===== config.mk =====
export PLATFORM = sky130hd
export DESIGN_NAME = load_store_unit
export DESIGN_NICKNAME = d
export VERILOG_FILES = /design/src/rtl/load_store_unit.sv
export SDC_FILE = /design/constraint.sdc
export NUM_CORES = 1
export LEC_CHECK = 0
export ABC_CLOCK_PERIOD_IN_PS = 3160
export BUFFER_PORTS_ARGS = -buffer_cell sky130_fd_sc_hd__buf_2
export CAP_MARGIN = 10
export CELL_PAD_IN_SITES_DETAIL_PLACEMENT = 1
export CELL_PAD_IN_SITES_GLOBAL_PLACEMENT = 2
export CORE_ASPECT_RATIO = 0.9
export CORE_MARGIN = 2
export CORE_UTILIZATION = 28
export DETAILED_ROUTE_END_ITERATION = 12
export GPL_TIMING_DRIVEN = 0
export PLACE_DENSITY_LB_ADDON = 0.1
export SLEW_MARGIN = 20
export SYNTH_ARGS = -nofsm -noshare
export SYNTH_HDL_FRONTEND = slang
export SYNTH_SLANG_ARGS = --single-unit

===== constraint.sdc =====
create_clock -name clk -period 3.16 [get_ports clk]
set_input_delay 0.158 -clock clk [delete_from_list [all_inputs] [get_ports clk]]
set_output_delay 0.158 -clock clk [all_outputs]
set_load 0.005 [all_outputs]

===== src/rtl/load_store_unit.sv =====
// Load/store initiator for the word-addressed data memory: lane extraction, sign/zero
// extension, and (with LSU_RMW_EN defined) SB/SH via read-modify-write.
module load_store_unit #(
  parameter int Width       = 32,
  parameter int AddrWidth   = 9,
  parameter int MEM_LATENCY = 1
) (
  input  logic             clk,
  input  logic             rst_n,
  input  logic             req_valid,
  output logic             req_ready,
  input  logic             req_write,
  input  logic [2:0]       req_funct3,
  input  logic [Width-1:0] req_addr,
  input  logic [Width-1:0] req_wdata,
  output logic             rsp_valid,
  output logic [Width-1:0] rsp_rdata,
  output logic             rsp_error,
  output logic             MemTrig,
  output logic             MemRead,
  output logic             MemWrite,
  output logic [Width-1:0] address,
  output logic [Width-1:0] WriteData,
  input  logic [Width-1:0] ReadData
);
  localparam int CW = $clog2(MEM_LATENCY + 1);
  localparam logic [CW-1:0] LAT_LAST = CW'(MEM_LATENCY - 1);
`ifdef LSU_RMW_EN
  localparam bit RMW = 1'b1;
`else
  localparam bit RMW = 1'b0;
`endif

  typedef enum logic [2:0] {IDLE, RD_ISSUE, RD_WAIT, WR_ISSUE, WR_WAIT, RESP} state_t;

  state_t               state_q, state_d;
  logic                 write_q, write_d;
  logic [2:0]           f3_q, f3_d;
  logic [AddrWidth-1:0] widx_q, widx_d;
  logic [1:0]           lane_q, lane_d;
  logic [Width-1:0]     wdata_q, wdata_d;
  logic [Width-1:0]     rdata_q, rdata_d;
  logic                 err_q, err_d;
  logic [CW-1:0]        cnt_q, cnt_d;

  logic                 req_err;
  logic [7:0]           ld_byte;
  logic [15:0]          ld_half;
  logic [Width-1:0]     ld_ext;

  // Address bits above the word index are deliberately dropped (wrap-around).
  logic unused_ok;
`ifdef LSU_RMW_EN
  assign unused_ok = ^req_addr[Width-1:AddrWidth+2];
`else
  assign unused_ok = ^{req_addr[Width-1:AddrWidth+2], write_q};
`endif

  always_comb begin
    req_err = 1'b0;
    if (req_write) begin
      case (req_funct3)
        3'b000:  req_err = !RMW;
        3'b001:  req_err = !RMW || req_addr[0];
        3'b010:  req_err = (req_addr[1:0] != 2'b00);
        default: req_err = 1'b1;
      endcase
    end else begin
      case (req_funct3)
        3'b000, 3'b100: req_err = 1'b0;
        3'b001, 3'b101: req_err = req_addr[0];
        3'b010:         req_err = (req_addr[1:0] != 2'b00);
        default:        req_err = 1'b1;
      endcase
    end
  end

  always_comb begin
    ld_byte = ReadData[{lane_q, 3'b000} +: 8];
    ld_half = lane_q[1] ? ReadData[16 +: 16] : ReadData[0 +: 16];
    case (f3_q[1:0])
      2'b00:   ld_ext = {{(Width-8){ld_byte[7] & ~f3_q[2]}}, ld_byte};
      2'b01:   ld_ext = {{(Width-16){ld_half[15] & ~f3_q[2]}}, ld_half};
      default: ld_ext = ReadData;
    endcase
  end

`ifdef LSU_RMW_EN
  logic [Width-1:0] merged;
  always_comb begin
    merged = ReadData;
    if (f3_q[0]) merged[{lane_q[1], 4'b0000} +: 16] = wdata_q[15:0];
    else         merged[{lane_q, 3'b000} +: 8]      = wdata_q[7:0];
  end
`endif

  always_ff @(posedge clk or negedge rst_n) begin
    if (!rst_n) begin
      state_q <= IDLE;
      write_q <= 1'b0;
      f3_q    <= '0;
      widx_q  <= '0;
      lane_q  <= '0;
      wdata_q <= '0;
      rdata_q <= '0;
      err_q   <= 1'b0;
      cnt_q   <= '0;
    end else begin
      state_q <= state_d;
      write_q <= write_d;
      f3_q    <= f3_d;
      widx_q  <= widx_d;
      lane_q  <= lane_d;
      wdata_q <= wdata_d;
      rdata_q <= rdata_d;
      err_q   <= err_d;
      cnt_q   <= cnt_d;
    end
  end

  always_comb begin
    state_d = state_q;
    write_d = write_q;
    f3_d    = f3_q;
    widx_d  = widx_q;
    lane_d  = lane_q;
    wdata_d = wdata_q;
    rdata_d = rdata_q;
    err_d   = err_q;
    cnt_d   = cnt_q;
    case (state_q)
      IDLE: if (req_valid) begin
        write_d = req_write;
        f3_d    = req_funct3;
        widx_d  = req_addr[AddrWidth+1:2];
        lane_d  = req_addr[1:0];
        wdata_d = req_write ? req_wdata : '0;
        err_d   = req_err;
        if (req_err) begin
          rdata_d = '0;
          state_d = RESP;
        end else if (req_write && req_funct3 == 3'b010) begin
          state_d = WR_ISSUE;
        end else begin
          state_d = RD_ISSUE;
        end
      end
      RD_ISSUE: begin
        cnt_d   = '0;
        state_d = RD_WAIT;
      end
      RD_WAIT: if (cnt_q == LAT_LAST) begin
`ifdef LSU_RMW_EN
        if (write_q) begin
          wdata_d = merged;
          state_d = WR_ISSUE;
        end else
`endif
        begin
          rdata_d = ld_ext;
          state_d = RESP;
        end
      end else begin
        cnt_d = cnt_q + 1'b1;
      end
      WR_ISSUE: begin
        cnt_d   = '0;
        state_d = WR_WAIT;
      end
      WR_WAIT: if (cnt_q == LAT_LAST) begin
        rdata_d = '0;
        state_d = RESP;
      end else begin
        cnt_d = cnt_q + 1'b1;
      end
      RESP:    state_d = IDLE;
      default: state_d = IDLE;
    endcase
  end

  always_comb begin
    req_ready = (state_q == IDLE);
    rsp_valid = (state_q == RESP);
    rsp_error = (state_q == RESP) && err_q;
    rsp_rdata = rdata_q;
    MemRead   = (state_q == RD_ISSUE);
    MemWrite  = (state_q == WR_ISSUE);
    MemTrig   = MemRead || MemWrite;
    address   = (state_q == IDLE) ? '0 : {{(Width-AddrWidth){1'b0}}, widx_q};
    WriteData = wdata_q;
  end
endmodule


==> impl_metrics.tcl, run 1 <==
set metrics [dict create \
    path_cells "nor3_2 > clkbuf_1 > nor2b_1 > buf_2" \
    synth_async_sr_flop_share_pct 100 \
    cts_resized 0 \
    rrSetupSlack_ps 1260 \
    via_count 3620 \
    finalWorstSetupSlack_ps 1200 \
    slew_headroom_pct 55.8 \
    drive_gt1_share_pct 39.6 \
    hold_start "req_addr[8]" \
    grt_util_met3_pct 7.11 \
    hold_path_class "in2reg" \
    areaGrowthSynthToFinish_pct 35.6 \
    worstSetupPathType "reg2out" \
    cp_max_fo 10 \
    synth_edf_count 0 \
    hold_viol 0 \
    portBuffers 159 \
    dieArea_um2 15500 \
    gp_congestion 0.770 \
    grtUsageTotal_pct 17.3 \
    io_pins 205 \
    ys_ff_latch 82 \
    cp-startpoint "state_q[0]" \
    grt_max_degree 44 \
    n_antenna_cell 0 \
    first_global_vias 3794 \
    yosys_warnings 0 \
    coreArea_um2 14100 \
    start_kind "flop" \
    syn_inst 393 \
    synth_top_cell_by_area "dfrtp_1" \
    holdPathEnd "widx_q[6]" \
    hold_buffers 1 \
    first_pass_iters 4 \
    p_leak_uw 0.00282 \
    ys_types 48 \
    period_needed_ps 1960 \
    cts_root_buffer "clkbuf_16" \
    synth_top_area_share_pct 50.6 \
    wl_per_cell_um 16.3 \
    htree_levels 3 \
    use_met1_pct 23.5 \
    min_path_cells 2 \
    fmax_ghz 0.510 \
    clock-sinks 82 \
    ir_drop_v 0.000392 \
    cts_buffers 9 \
    cp_top_family "buffers and inverters" \
    finalSetupViolations 0 \
    routed_wl_mm 12.7 \
    reg2regPathDepth 6 \
    setup-tns-final_ps 0 \
    cp.arrival_ps 1800 \
    cts_tree "done" \
    grt.busiest_layer "met2" \
    synthFlopType "dfrtp_1" \
    mostFrequentLayoutCells "163 x buf_2, 82 x dfrtp_1, 68 x nand2_1" \
    status "complete, no violations" \
    clock_path_buffers 2 \
    rows 41 \
    seq_area_frac_synth_pct 50.6 \
    skew_ps 5.85 \
    reg2reg_to "rsp_rdata[11]" \
    cap_violations 0 \
    final_antenna_net_count 0 \
    antenna_found_initial 1 \
    grt_pass1_wl_mm 20.5 \
    syn_area_um2 4060 \
    clock_latency_ps 340 \
    initial_utilization_pct 28.8 \
    synth_area_per_cell_um2 10.3 \
    p_per_area_nw_per_um2 941 \
    final_common_cell "buf_2" \
    end_kind "output port" \
    crit_required_ps 3000 \
    dpl.hpwl_mm 9.80 \
    slew_viol_final 0 \
    die_h_um 118 \
    dieWidth_um 131 \
    place_ws_ps 1230 \
    slowest_stage "dfrtp_1" \
    cts.clk_slew.worst_paths_ps 60 \
    use_met2_pct 26.0 \
    postCtsSetupBuffers 0 \
    fin_nets 690 \
    drt_iter0_markers 138 \
    overflow 0 \
    path_buf_inv 2 \
    synth_area_leaders "dfrtp_1 51%, nand2_1 6.3%, o21ai_0 5.1%, buf_4 4.6%, mux2_2 4.2%" \
    slowest_delay_ps 480 \
    tightest_slew_ps 661 \
    fin_crit_sh_pct 62.1 \
    remaining_drc_errors 0 \
    post_drt_via_cell_ratio 4.62 \
    rsz0062_at_grt "false" \
    rr_startpoint "state_q[1]" \
]
power by group:
part,internal (uW),switching (uW),leakage [uW]
Sequential,1550,301,0.00107
Combinational,1070,1220,0.00160
Clock,627,420,0.000142
stage by stage:
step | std cells | cell area, um2 | power, uW | hold WS [ps] | utilization, %
after global routing | 784 | 5510 | 5660 | 30.1 | 39.0
after floorplan | 415 | 4140 | 3180 | -138 | -
after global placement | 767 | 5180 | 4130 | 391 | 36.7
after detailed placement | 768 | 5210 | 4200 | 189 | 36.9
after CTS | 784 | 5510 | 5280 | 33.1 | 39.0
final | 784 | 5510 | 5180 | 46.8 | 39.0
cells in the mapped netlist, types with 2 or more instances:
master     count
a211oi_1       2
a21oi_1        8
a221o_1       16
and2_1         2
buf_2          5
buf_4         25
buf_6          5
clkbuf_1      16
dfrtp_1       82
inv_1         10
mux2_2        15
mux2i_1       13
nand2_1       68
nand3_1        2
nor2_1         3
nor2b_1       19
nor3_2         3
nor3b_1        4
o211ai_1       8
o21a_1         6
o21ai_0       41
o21ai_1        2
o2bb2ai_1      7
o31a_1         2
o32ai_1        6
area by class of cell:
class,count,area (um2)
inverters,10,37.5
clock buffers,12,246
multi-input cells,270,1710
flip-flops and latches,82,2050
fillers,1671,8600
well taps,193,241
repair buffers,161,836
clock inverters,3,40.0
plain buffers,53,338
metal layers:
layer	vias up	routed length, um	part of all wire (%)
li1	1727	-	-
met1	1753	5880	46
met2	127	5640	44
met3	11	1110	8.7
met4	2	103	0.81
met5	-	7	0.055
worst register-to-register path: cells and delay by family (launching register included):
family | cells | cell delay [ps]
buffers and inverters | 2 | 620
DFF | 1 | 360
and+or+nand+nor | 1 | 380
AOI/OAI and AO/OA | 3 | 460
worst max-delay path by stage:
stage | cells after the start | to | slack, ps
floorplan | 6 | rsp_rdata[22] | 1590
global placement | 1 | WriteData[10] | 1150
detailed placement | 6 | rsp_rdata[11] | 1230
CTS | 4 | address[5] | 1150
global route | 4 | address[7] | 990
finish | 4 | address[5] | 1200
state kept, by name (all words and copies together) (netlist names):
| signal | cells |
|---|---|
| f3_q | 3 |
| rsp_rdata | 32 |
| state_q | 3 |
| widx_q | 9 |
| err_q | 1 |
| lane_q | 2 |
| WriteData | 32 |
cell families after synthesis:
kind of cell	Yosys count	share of synthesized area, %
other	1	0.0924
buffers and inverters	63	9.25
muxes	29	7.74
DFF	82	50.6
and+or+nand+nor	108	12.7
AOI/OAI and AO/OA	110	19.7
Note: power is estimated with default switching activity, not from simulation.
==> inputs of run 2 (changes only) <==
--- a/config.mk
+++ b/config.mk
@@ -5,14 +5,14 @@
 export SDC_FILE = /design/constraint.sdc
 export NUM_CORES = 1
 export LEC_CHECK = 0
-export ABC_CLOCK_PERIOD_IN_PS = 3160
+export ABC_CLOCK_PERIOD_IN_PS = 1900
 export BUFFER_PORTS_ARGS = -buffer_cell sky130_fd_sc_hd__buf_2
 export CAP_MARGIN = 10
 export CELL_PAD_IN_SITES_DETAIL_PLACEMENT = 1
 export CELL_PAD_IN_SITES_GLOBAL_PLACEMENT = 2
 export CORE_ASPECT_RATIO = 0.9
 export CORE_MARGIN = 2
-export CORE_UTILIZATION = 28
+export CORE_UTILIZATION = 26
 export DETAILED_ROUTE_END_ITERATION = 12
 export GPL_TIMING_DRIVEN = 0
 export PLACE_DENSITY_LB_ADDON = 0.1
==> constraint.sdc (replaced) <==
create_clock -name clk -period 1.9 [get_ports clk]
set_input_delay 0.095 -clock clk [delete_from_list [all_inputs] [get_ports clk]]
set_output_delay 0.095 -clock clk [all_outputs]
set_load 0.005 [all_outputs]
==> run 2 against run 1 <==
Compared with the run above: non-clock buffer count up 38; hold slack got worse by 39 ps; register-to-register slack got worse by 1100 ps; first-iteration DRC count stayed put; design area increased by 7.9%; largest power group unchanged.
==> impl_metrics.tcl, run 2 (synthesis results as in run 1) <==
set metrics [dict create \
    status "complete, no violations" \
    io_pins 205 \
    reg2reg_to "widx_q[8]" \
    rrSetupSlack_ps 120 \
    worstSetupPathType "reg2out" \
    rows 43 \
    p_sw_share_pct 36.7 \
    crit_required_ps 1800 \
    path_cells "nor3_2 > clkbuf_2 > nor2b_1 > buf_2" \
    cp-startpoint "state_q[0]" \
    fin_cells 832 \
    antenna_found_initial 0 \
    total_power_uw 8850 \
    dpl.hpwl_mm 10.1 \
    rsz0062_at_grt "true" \
    final_common_cell "buf_2" \
    placed_cell_area_um2 5220 \
    hold_path_class "in2reg" \
    tightest_slew_ps 620 \
    slowest_stage "dfrtp_1" \
    drive_gt1_share_pct 38.7 \
    portBuffers 159 \
    drt_iter0_markers 138 \
    hold_viol 0 \
    cts_buffers 9 \
    p_int_uw 5600 \
    holdPathEnd "WriteData[6]" \
    rr_startpoint "state_q[0]" \
    finalSetupViolations 0 \
    path_buf_inv 2 \
    grt_max_degree 48 \
    placed_cells 777 \
    slew_viol_final 0 \
    coreArea_um2 15300 \
    finalInstanceArea_um2 5940 \
    fmax_ghz 0.558 \
    areaGrowthSynthToFinish_pct 46.4 \
    p_leak_uw 0.00301 \
    remaining_drc_errors 0 \
    wl_per_cell_um 16.0 \
    cts_root_buffer "clkbuf_16" \
    gp_congestion 0.778 \
    skew_ps 5.97 \
    final_antenna_net_count 0 \
    first_global_vias 3985 \
    seq_power_share_pct 35.0 \
    post_drt_via_cell_ratio 4.52 \
    clock_latency_ps 340 \
    cp_top_family "flip-flops" \
    fin_nets 728 \
    grtUsageTotal_pct 16.6 \
    cts.clk_slew.worst_paths_ps 60 \
    fillers 1803 \
    htree_levels 3 \
    hold_start "req_wdata[6]" \
    power_frac_comb_pct 44.1 \
    initial_utilization_pct 26.5 \
    slew_headroom_pct 58.6 \
    period_needed_ps 1790 \
    first_pass_iters 4 \
    overflow 0 \
    switchingPower_uw 3250 \
    dieArea_um2 16600 \
    grt_pass1_wl_mm 21.0 \
    cts_tree "done" \
    clock-sinks 82 \
    dieWidth_um 136 \
    slowest_delay_ps 490 \
    min_path_cells 3 \
    cp.arrival_ps 1700 \
    end_kind "output port" \
    clkPwrFrac_pct 20.9 \
    reg2regPathDepth 4 \
    cp_max_fo 10 \
    routed_wl_mm 13.3 \
    fin_crit_sh_pct 94.4 \
    via_count 3758 \
    start_kind "flop" \
    holdWs_ps 7.40 \
    clock_path_buffers 2 \
    die_h_um 123 \
    mostFrequentLayoutCells "164 x buf_2, 82 x dfrtp_1, 68 x nand2_1" \
    p_per_area_nw_per_um2 1490 \
    ir_drop_v 0.000533 \
    cap_violations 0 \
]
-- run 2: cell count changes in the layout (fill, tap and decap cells not counted), sizes merged --
cell,delta
bufinv,+1
clkinv,-1
diode,+2
dlygate4sd3,+36
clkbuf,-2
buf,+3
-- run 2: area by class of cell --
class,count,area [um2],area share (%)
clock buffer,11,243,4.09
timing repair buffer,199,1210,20.4
buffer,53,342,5.75
inverter,10,37.5,0.632
sequential,82,2050,34.5
tap,202,253,4.25
clock inverter,3,65.1,1.09
antenna,2,5.00,0.0842
multi-input combinational,270,1730,29.2
-- run 2: repair_timing --
item                                    4_1_cts  5_1_grt
gates resized for setup                       3        6
hold endpoints to repair                     71        0
endpoints found under the setup margin       22       73
pin swaps                                     0        1
setup buffers                                 0        2
hold buffers                                 37        0
-- run 2: power by group through the flow --
stage | registers, uW | logic (uW) | clock network, uW
finish | 3100 | 3900 | 1850
global route | 3220 | 4400 | 1990
CTS | 3110 | 3960 | 1920
detailed placement | 3130 | 3870 | 0
global placement | 3080 | 3790 | 0
floorplan | 3090 | 2200 | 0
-- run 2: how the worst max path moves through the flow --
stage | end | depth (start not counted)
3_3_place_gp | WriteData[7] | 1
2_1_floorplan | rsp_rdata[22] | 6
4_1_cts | rsp_rdata[10] | 6
6_report | address[3] | 4
3_5_place_dp | rsp_rdata[25] | 6
5_1_grt | WriteData[25] | 5
-- run 2: layer usage --
metal / vias up / track usage [%] / share of wire, %
met1: 1817 / 21.7 / 46
met3: 12 / 5.95 / 7.1
met4: 0 / 5.53 / 1.4
li1: 1807 / - / -
met5: - / 0 / 0
met2: 122 / 25.7 / 46
-- run 2: per-stage QoR --
step	setup TNS [ps]	util [%]	setup WS (ps)
6_report	0	38.8	107
2_1_floorplan	0	-	328
3_5_place_dp	-28.8	34.0	-10.7
4_1_cts	0	38.5	1.05
5_1_grt	-2040	38.7	-74.4
3_3_place_gp	-3190	33.8	-45.0
-- run 2: worst reg2reg max path, stage by stage (launching register included) --
cell,delay (ps)
dfrtp_1,490
nor3_2,340
nand2_1,250
buf_2,270
mux2_2,300
==> inputs of run 3 (changes only) <==
--- a/config.mk
+++ b/config.mk
@@ -16,6 +16,7 @@
 export DETAILED_ROUTE_END_ITERATION = 12
 export GPL_TIMING_DRIVEN = 0
 export PLACE_DENSITY_LB_ADDON = 0.1
+export SETUP_SLACK_MARGIN = 0.4
 export SLEW_MARGIN = 20
 export SYNTH_ARGS = -nofsm -noshare
 export SYNTH_HDL_FRONTEND = slang
==> run 3 against run 2 <==
Compared with the run above: sequential power up 5%; clock power up 5%; die area unchanged; worst setup slack better by 110 ps; non-clock buffer count up 53; clock-buffer cell count down 1; critical endpoint is now rsp_rdata[20].
==> impl_metrics.tcl, run 3 (synthesis results as in run 1) <==
set metrics [dict create \
    clock_path_buffers 2 \
    drt_iter0_markers 187 \
    end_kind "flop" \
    mostFrequentLayoutCells "158 x buf_2, 80 x dfrtp_1, 53 x dlygate4sd3_1" \
    antenna_found_initial 2 \
    slowest_stage "dfrtp_1" \
    tightest_slew_ps 654 \
    cts.clk_slew.worst_paths_ps 60 \
    dieArea_um2 16600 \
    fmax_ghz 0.594 \
    routed_wl_mm 15.0 \
    rsz0062_at_grt "true" \
    cp_top_family "buffers and inverters" \
    dieWidth_um 136 \
    dpl.hpwl_mm 9.95 \
    post_drt_via_cell_ratio 4.56 \
    finalInstanceArea_um2 7210 \
    wl_per_cell_um 16.9 \
    total_power_uw 11200 \
    reg2regPathDepth 7 \
    cap_violations 0 \
    ir_drop_v 0.000654 \
    placed_cell_area_um2 5250 \
    first_pass_iters 4 \
    hold_viol 0 \
    areaGrowthSynthToFinish_pct 77.7 \
    io_pins 205 \
    coreArea_um2 15300 \
    cp_num_cells 7 \
    skew_ps 5.28 \
    final_common_cell "buf_2" \
    hold_path_class "in2reg" \
    p_leak_uw 0.00356 \
    crit_required_ps 2130 \
    grt_pass1_wl_mm 23.2 \
    remaining_drc_errors 0 \
    htree_levels 3 \
    cp.arrival_ps 1910 \
    path_cells "buf_6 > mux2_4 > nand2_4 > a2111oi_4 > buf_6 > buf_4 > a221o_1" \
    drive_gt1_share_pct 54.1 \
    cts_tree "done" \
    rows 43 \
    period_needed_ps 1680 \
    start_kind "flop" \
    path_buf_inv 3 \
    die_h_um 123 \
    clock_latency_ps 350 \
    cpMostUsedCell "buf_6" \
    fin_crit_sh_pct 88.6 \
    grt_max_degree 46 \
    slowest_delay_ps 400 \
    min_path_cells 3 \
    gp_congestion 0.761 \
    overflow 0 \
    final_antenna_net_count 0 \
    cts_root_buffer "clkbuf_16" \
    initial_utilization_pct 26.5 \
    setup-tns-final_ps 0 \
    via_count 4042 \
    cp_max_fo 8 \
    p_per_area_nw_per_um2 1550 \
    status "complete, no violations" \
    finalSetupViolations 0 \
    worstSetupPathType "reg2reg" \
    portBuffers 159 \
    clock-sinks 82 \
    first_global_vias 4302 \
    slew_headroom_pct 56.4 \
    cts_buffers 9 \
    grtUsageTotal_pct 18.3 \
    n_antenna_cell 0 \
    slew_viol_final 0 \
    fin_nets 782 \
]
run 3: cell count changes in the layout (fill, tap and decap cells not counted), sizes merged:
cell / before / now
buf: 199 / 238
dlygate4sd3: 37 / 53
clkinv: 1 / 3
clkbuf: 27 / 24
nand2: 69 / 70
diode: 2 / 0
clkinvlp: 0 / 1
run 3: final timing paths:
| kind | slack, ps | startpoint | end |
|---|---|---|---|
| hold / removal | 5 | req_wdata[10] | WriteData[10] |
| max in group asynchronous | 1120 | rst_n | state_q[0] |
| setup reg to reg | 220 | lane_q[1] | rsp_rdata[20] |
| min in group asynchronous | 220 | rst_n | rsp_rdata[12] |
| hold reg to reg | 490 | rsp_rdata[3] | rsp_rdata[3] |
| setup / recovery | 220 | lane_q[1] | rsp_rdata[20] |
run 3: metal layers:
metal | wire length (um) | track usage, % | part of all wire [%] | vias up
met3 | 975 | 6.11 | 6.5 | 9
met2 | 7110 | 29.7 | 47 | 115
met4 | 102 | 3.84 | 0.68 | 2
met1 | 6810 | 23.9 | 45 | 1992
met5 | 11 | 0 | 0.073 | -
li1 | - | - | - | 1924
run 3: worst reg2reg max path, stage by stage (launching register included):
cell,delay [ps]
dfrtp_1,400
buf_6,150
mux2_4,330
nand2_4,70
a2111oi_4,60
buf_6,150
buf_4,140
a221o_1,260
run 3: cell type report:
class                      instances  area [um2]
multi-input combinational        271        2160
timing repair buffer             252        1860
tap                              202         253
buffer                            53         520
inverter                          10        37.5
clock buffer                      10         239
sequential                        82        2050
clock inverter                     6        90.1
fill                            1725        8120
run 3: what timing repair did:
item | 4_1_cts | 5_1_grt
pin swaps | 34 | 36
gates cloned | 9 | 2
setup buffers | 22 | 7
endpoints found under the setup margin | 90 | 93
hold buffers | 53 | 0
hold endpoints to repair | 89 | 0
gates resized for setup | 123 | 92
run 3: stage by stage:
step | setup slack [ps] | util, % | instances | hold WS, ps
2_1_floorplan | 346 | - | 415 | -201
3_3_place_gp | -98.5 | 34.0 | 776 | 328
3_5_place_dp | 7.46 | 34.2 | 777 | 34.3
4_1_cts | 204 | 44.6 | 877 | 0.534
5_1_grt | 152 | 47.0 | 886 | 4.25
6_report | 216 | 47.0 | 886 | 4.92
run 3: where the power goes:
group | internal (uW) | total (uW) | switching [uW] | leakage [uW]
registers | 2580 | 3240 | 659 | 0.00107
logic | 3270 | 6020 | 2750 | 0.00233
clock network | 1190 | 1950 | 756 | 0.000159
